==> src/rtl/ps2_pkg.sv <==
// Shared definitions for the PS/2 host-side blocks.
// State encoding, frame length and the frame parity helper.
package ps2_pkg;

   // Start + 8 data + parity + stop
   localparam int FRAME_BITS = 11;

   typedef enum logic [2:0] {
      IDLE,
      INHIBIT,
      REQ,
      SHIFT,
      ACK,
      WAIT_REL
   } ps2_state_e;

   // Parity bit that makes data+parity carry an odd number of ones
   function automatic logic odd_parity(input logic [7:0] d);
      return ~^d;
   endfunction

endpackage

==> src/rtl/ps2_line_sync.sv <==
// Synchronizes the PS/2 clock and data lines and strobes clock falls.
// Ports: clk_i, reset_i, ps2_clk_i, ps2_data_i -> clk_s_o, data_s_o, fall_o.
module ps2_line_sync (
   input  logic clk_i,
   input  logic reset_i,
   input  logic ps2_clk_i,
   input  logic ps2_data_i,
   output logic clk_s_o,
   output logic data_s_o,
   output logic fall_o
);

   // Bit 0 is the newest sample; reset to the idle (high) line level
   logic [2:0] clk_sync_q;
   logic [1:0] data_sync_q;

   always_ff @(posedge clk_i) begin
      if (reset_i) begin
         clk_sync_q  <= '1;
         data_sync_q <= '1;
      end else begin
         clk_sync_q  <= {clk_sync_q[1:0], ps2_clk_i};
         data_sync_q <= {data_sync_q[0], ps2_data_i};
      end
   end

   assign clk_s_o  = clk_sync_q[1];
   assign data_s_o = data_sync_q[1];
   assign fall_o   = clk_sync_q[2] & ~clk_sync_q[1];

endmodule

==> src/rtl/ps2_host_tx.sv <==
// PS/2 host-to-device command transmitter (inhibit, request, shift, ack).
// Ports: clk, reset, ps2_clk/ps2_data in; tx_data/tx_valid/tx_ready; line drives; done/ack_ok/err_timeout.
module ps2_host_tx
   import ps2_pkg::*;
#(
   parameter int INHIBIT_CYCLES = 6000,
   parameter int REQ_CYCLES     = 100,
   parameter int TIMEOUT_CYCLES = 1000000
) (
   input  logic       clk,
   input  logic       reset,
   input  logic       ps2_clk,
   input  logic       ps2_data,
   input  logic [7:0] tx_data,
   input  logic       tx_valid,
   output logic       tx_ready,
   output logic       ps2_clk_low,
   output logic       ps2_data_low,
   output logic       done,
   output logic       ack_ok,
   output logic       err_timeout
);

   localparam int PMAX = (INHIBIT_CYCLES > REQ_CYCLES) ?
                         INHIBIT_CYCLES : REQ_CYCLES;
   localparam int PW   = $clog2(PMAX + 1);
   localparam int TW   = $clog2(TIMEOUT_CYCLES + 1);

   localparam logic [PW-1:0] INH_LAST = PW'(INHIBIT_CYCLES - 1);
   localparam logic [PW-1:0] REQ_LAST = PW'(REQ_CYCLES - 1);
   localparam logic [TW-1:0] TMO_END  = TW'(TIMEOUT_CYCLES);
   localparam logic [3:0]    BIT_LAST = 4'(FRAME_BITS - 2);

   logic clk_s;
   logic data_s;
   logic fall;

   ps2_line_sync u_sync (
      .clk_i      (clk),
      .reset_i    (reset),
      .ps2_clk_i  (ps2_clk),
      .ps2_data_i (ps2_data),
      .clk_s_o    (clk_s),
      .data_s_o   (data_s),
      .fall_o     (fall)
   );

   ps2_state_e state_q, state_d;
   // {stop, parity, data[7:0]}; start bit is driven directly
   logic [FRAME_BITS-2:0] frame_q, frame_d;
   logic [PW-1:0] phase_q, phase_d;
   logic [TW-1:0] tmo_q, tmo_d;
   logic [TW-1:0] tmo_inc;
   logic [3:0]    bit_q, bit_d;
   logic          ack_rec_q, ack_rec_d;
   logic          ready_q, ready_d;
   logic          clk_low_q, clk_low_d;
   logic          data_low_q, data_low_d;
   logic          done_q, done_d;
   logic          ack_q, ack_d;
   logic          err_q, err_d;
   logic          busy;

   assign tmo_inc = tmo_q + 1'b1;
   assign busy    = (state_q == SHIFT) || (state_q == ACK) ||
                    (state_q == WAIT_REL);

   always_comb begin
      state_d    = state_q;
      frame_d    = frame_q;
      phase_d    = phase_q;
      tmo_d      = tmo_q;
      bit_d      = bit_q;
      ack_rec_d  = ack_rec_q;
      clk_low_d  = clk_low_q;
      data_low_d = data_low_q;
      done_d     = 1'b0;
      ack_d      = ack_q;
      err_d      = err_q;

      case (state_q)
         IDLE: begin
            if (tx_valid) begin
               frame_d   = {1'b1, odd_parity(tx_data), tx_data};
               phase_d   = '0;
               clk_low_d = 1'b1;
               state_d   = INHIBIT;
            end
         end
         INHIBIT: begin
            if (phase_q == INH_LAST) begin
               phase_d    = '0;
               data_low_d = 1'b1;
               state_d    = REQ;
            end else begin
               phase_d = phase_q + 1'b1;
            end
         end
         REQ: begin
            if (phase_q == REQ_LAST) begin
               phase_d   = '0;
               clk_low_d = 1'b0;
               bit_d     = '0;
               tmo_d     = '0;
               state_d   = SHIFT;
            end else begin
               phase_d = phase_q + 1'b1;
            end
         end
         SHIFT: begin
            if (fall) begin
               data_low_d = ~frame_q[bit_q];
               bit_d      = bit_q + 1'b1;
               if (bit_q == BIT_LAST) begin
                  state_d = ACK;
               end
            end
         end
         ACK: begin
            if (fall) begin
               ack_rec_d = ~data_s;
               state_d   = WAIT_REL;
            end
         end
         WAIT_REL: begin
            if (clk_s && data_s) begin
               done_d  = 1'b1;
               ack_d   = ack_rec_q;
               err_d   = 1'b0;
               state_d = IDLE;
            end
         end
         default: state_d = IDLE;
      endcase

      // Abort overrides any same-cycle progress once the device stalls
      if (busy) begin
         tmo_d = tmo_inc;
         if (tmo_inc == TMO_END) begin
            clk_low_d  = 1'b0;
            data_low_d = 1'b0;
            done_d     = 1'b1;
            ack_d      = 1'b0;
            err_d      = 1'b1;
            state_d    = IDLE;
         end
      end

      ready_d = (state_d == IDLE);
   end

   always_ff @(posedge clk) begin
      if (reset) begin
         state_q    <= IDLE;
         frame_q    <= '0;
         phase_q    <= '0;
         tmo_q      <= '0;
         bit_q      <= '0;
         ack_rec_q  <= 1'b0;
         ready_q    <= 1'b1;
         clk_low_q  <= 1'b0;
         data_low_q <= 1'b0;
         done_q     <= 1'b0;
         ack_q      <= 1'b0;
         err_q      <= 1'b0;
      end else begin
         state_q    <= state_d;
         frame_q    <= frame_d;
         phase_q    <= phase_d;
         tmo_q      <= tmo_d;
         bit_q      <= bit_d;
         ack_rec_q  <= ack_rec_d;
         ready_q    <= ready_d;
         clk_low_q  <= clk_low_d;
         data_low_q <= data_low_d;
         done_q     <= done_d;
         ack_q      <= ack_d;
         err_q      <= err_d;
      end
   end

   assign tx_ready     = ready_q;
   assign ps2_clk_low  = clk_low_q;
   assign ps2_data_low = data_low_q;
   assign done         = done_q;
   assign ack_ok       = ack_q;
   assign err_timeout  = err_q;

endmodule

==> config.mk <==
export PLATFORM = sky130hd
export DESIGN_NAME = ps2_host_tx
export DESIGN_NICKNAME = d
export VERILOG_FILES = /design/src/rtl/ps2_pkg.sv /design/src/rtl/ps2_line_sync.sv /design/src/rtl/ps2_host_tx.sv
export SDC_FILE = /design/constraint.sdc
export NUM_CORES = 1
export LEC_CHECK = 0
export CAP_MARGIN = 30
export CORE_ASPECT_RATIO = 1.2
export CORE_MARGIN = 10
export CORE_UTILIZATION = 60
export DETAILED_ROUTE_END_ITERATION = 12
export PLACE_DENSITY_LB_ADDON = 0.1
export SLEW_MARGIN = 30
export SYNTH_ARGS = -nofsm -noshare
export SYNTH_HDL_FRONTEND = slang
export SYNTH_SLANG_ARGS = --single-unit
export TNS_END_PERCENT = 50
==> constraint.sdc <==
create_clock -name clk -period 3 [get_ports clk]
set_clock_uncertainty 0.1 [all_clocks]
set_input_delay 0.75 -clock clk [delete_from_list [all_inputs] [get_ports clk]]
set_output_delay 0.75 -clock clk [all_outputs]
set_load 0.005 [all_outputs]
==> results.cfg <==
[outcome]
run_status = finished, final reports clean

[clock_tree]
cts_tree = done
clk_transition_reported_paths_ns = 0.07
root_buffer = sky130_fd_sc_hd__clkbuf_8
postCtsSetupRepairBufs = 0
cts-root-to-sink-buffers = 2
clock_latency_ns = 0.34
numCtsBuffers = 9
holdBufCountCts = 0
ctsResizeCount = 0
clock_sink_count = 62
cts_h_tree_depth = 3

[timing]
setup_total_negative_slack_ns = 0
timing.final.max_slew_violations = 0
worst_slew_margin_rel_pct = 48.84
final_hold_viol_count = 0
rsz0062_at_grt = no
finalCritPeriodShare_pct = 92.66
max_slew.worst_pin.slew_ns = 0.7646
finalSetupViolCount = 0
fmax_mhz = 359.7
finalCriticalPeriod_ns = 2.780

[worst_setup_path]
crit_path_max_incr_delay_ns = 0.59
cp.buffers_inverters = 0
setup.worst_path.start_class = flop
worst_path_max_delay_cell = sky130_fd_sc_hd__nor4_1
critical-path-top-delay-family = simple AND/OR/NAND/NOR gates
critical_path_peak_fanout = 7
critical_path.endpoint_type = flop
crit_chain = ha_1 > nand4_1 > nor4_1 > xnor2_1 > nor3_1 > and4_1 > or3_1
reg2regPathDepth = 7
critical_path_class = reg2reg
cp_data_required_time_ns = 3.12
critical_path_cell_count = 7
arrival_ns = 2.90

[power_and_ir_drop]
static-leakage-power_nw = 1.225
worst_ir_drop_vdd_mv = 0.3540
cellPowerDensity_nw_per_um2 = 443.9

[route]
detail-route-antenna-nets = 0
detail_route.wirelength_microns = 7675
drt-pass1-iter-count = 4
count_of_routing_violations_after_the_opening_detailed_route_iteration = 141
drt-wirelength-per-cell_microns = 15.20
drc_errors = 0
vias = 3048
post_detailed_route_via_to_cell_ratio = 6.036

[synth]
number_of_different_library_cells_in_the_post_synthesis_netlist = 59
fraction_of_synthesized_cell_area_taken_by_the_top_area_cell_type_pct = 36.63
synth_area_sq_um = 3388
synthCells = 428
postSynthAreaPerCell_sq_um = 7.916
number_of_flops_mapped_to_enable_cells_by_yosys = 0
synth_largest_area_cell = sky130_fd_sc_hd__dfxtp_1
ys_ff_latch = 62
synth_top_cells_by_count = sky130_fd_sc_hd__dfxtp_1 (62), sky130_fd_sc_hd__nand2_1 (51), sky130_fd_sc_hd__nor2_1 (50), sky130_fd_sc_hd__a21oi_1 (33), sky130_fd_sc_hd__o21ai_0 (25)
yosysMostFrequentCell = sky130_fd_sc_hd__dfxtp_1
main_synth_ff_type = sky130_fd_sc_hd__dfxtp_1
syn-num-nets = 446
synth_area_leaders = sky130_fd_sc_hd__dfxtp_1 (37%), sky130_fd_sc_hd__nand2_1 (5.6%), sky130_fd_sc_hd__nor2_1 (5.5%), sky130_fd_sc_hd__a21oi_1 (4.9%), sky130_fd_sc_hd__xnor2_1 (4.7%)
seq_area_frac_synth_pct = 36.63
async_flop_share_pct = 0
yosysWarnings = 0

[grt]
grt_start_max_net_pins = 39
grt_first_pass_wirelength_microns = 13010
grt_util_all_layers_pct = 17.67
initial_antenna_violation_count = 0
gr-total-overflow = 0
first_global_vias = 2846

[run]
drv.max_cap_violation_count = 0

[finish]
layout-area-overhead-vs-synth_pct = 11.00
post_route_cells_drive_above_1_share_pct = 9.481
postLayoutCoreUtil_pct = 70.04
finish.net_count = 457
finalNonFillerCells = 505
antennaDiodeCount = 0

[floorplanning]
die_area_sq_um = 9066
die_h_microns = 102.3
starting_density_of_the_core_pct = 63.09
dieWidth_microns = 88.60
placeableCoreArea_sq_um = 5370
placementRows = 29
ioPinCount = 19

[worst_hold_path]
holdCritPathClass = reg2reg
hold-path-cell-count = 1

[placed_design]
place_hpwl_microns = 5224
finalWeightedCongestion = 0.8962
port-buffer-count = 18
numPlacedInstances = 490
cells by family after synthesis:
logic type	after synthesis	share of synthesized area [%]
buf+inv	32	4.763
simple gates	208	31.65
fa+ha+maj	5	1.846
xor+xnor	29	7.496
compound gates	86	15.10
mux	6	2.511
flops	62	36.63
power by group:
part | total [mW] | switching, mW | internal (mW)
clock | 0.713 | 0.314 | 0.399
combinational | 0.106 | 0.0533 | 0.0522
sequential | 0.851 | 0.0117 | 0.840
layout make-up:
| type | count | area (sq um) |
|---|---|---|
| clock inverter | 4 | 47.55 |
| tap | 62 | 77.57 |
| inverter | 5 | 18.77 |
| multi-input combinational | 334 | 1992 |
| fill | 447 | 1609 |
| timing repair buffer | 27 | 242.7 |
| sequential | 62 | 1241 |
| clock buffer | 11 | 141.4 |
cells in the final DEF, fill, tap and decap left out, types with 6 or more instances in the layout:
master,Yosys,layout
sky130_fd_sc_hd__dfxtp_1,62,62
sky130_fd_sc_hd__buf_4,6,9
sky130_fd_sc_hd__a31oi_1,6,6
sky130_fd_sc_hd__o21ai_0,25,25
sky130_fd_sc_hd__nand3_1,17,17
sky130_fd_sc_hd__nor2b_1,6,6
sky130_fd_sc_hd__nor4_1,9,9
sky130_fd_sc_hd__nand4_1,12,12
sky130_fd_sc_hd__a21oi_1,33,33
sky130_fd_sc_hd__xnor2_1,18,18
sky130_fd_sc_hd__nor2_1,50,50
sky130_fd_sc_hd__clkdlybuf4s50_1,0,17
sky130_fd_sc_hd__clkbuf_8,0,10
sky130_fd_sc_hd__nand2_1,51,51
sky130_fd_sc_hd__or3_1,6,6
sky130_fd_sc_hd__xor2_1,11,11
sky130_fd_sc_hd__nor3_1,20,20
metrics by stage:
step / hold WS (ns) / setup WS [ns] / instance area, sq um / power [mW]
after global routing: 0.3235 / 0.04619 / 3761 / 1.737
final: 0.3112 / 0.2201 / 3761 / 1.670
after global placement: 0.2917 / 0.3084 / 3572 / 0.9722
after CTS: 0.3145 / 0.2649 / 3761 / 1.683
after floorplan: 0.2895 / 0.6396 / 3388 / 0.9349
after detailed placement: 0.2961 / 0.2968 / 3572 / 0.9751
worst paths after layout:
kind / end / start / slack (ns)
worst max-delay path: tx_ready / tmo_q[0] / 0.22
worst min-delay path: u_sync.data_sync_q[1] / u_sync.data_sync_q[0] / 0.31
worst max register to register: tx_ready / tmo_q[0] / 0.22
worst min register to register: u_sync.data_sync_q[1] / u_sync.data_sync_q[0] / 0.31
layer usage:
| layer | track usage, % | vias up | routed length [microns] |
|---|---|---|---|
| met5 | 0 | - | 0 |
| met4 | 6.974 | 0 | 138 |
| met3 | 4.299 | 17 | 353 |
| met2 | 29.47 | 77 | 3772 |
| met1 | 21.29 | 1410 | 3410 |
| li1 | - | 1544 | - |
state kept, by name (all words and copies together), names as in the netlist, 2 cells and up:
name / count
bit_q: 4
frame_q: 10
phase_q: 13
state_q: 3
tmo_q: 20
u_sync.clk_sync_q: 3
u_sync.data_sync_q: 2
(Power assumes the default switching activity.)
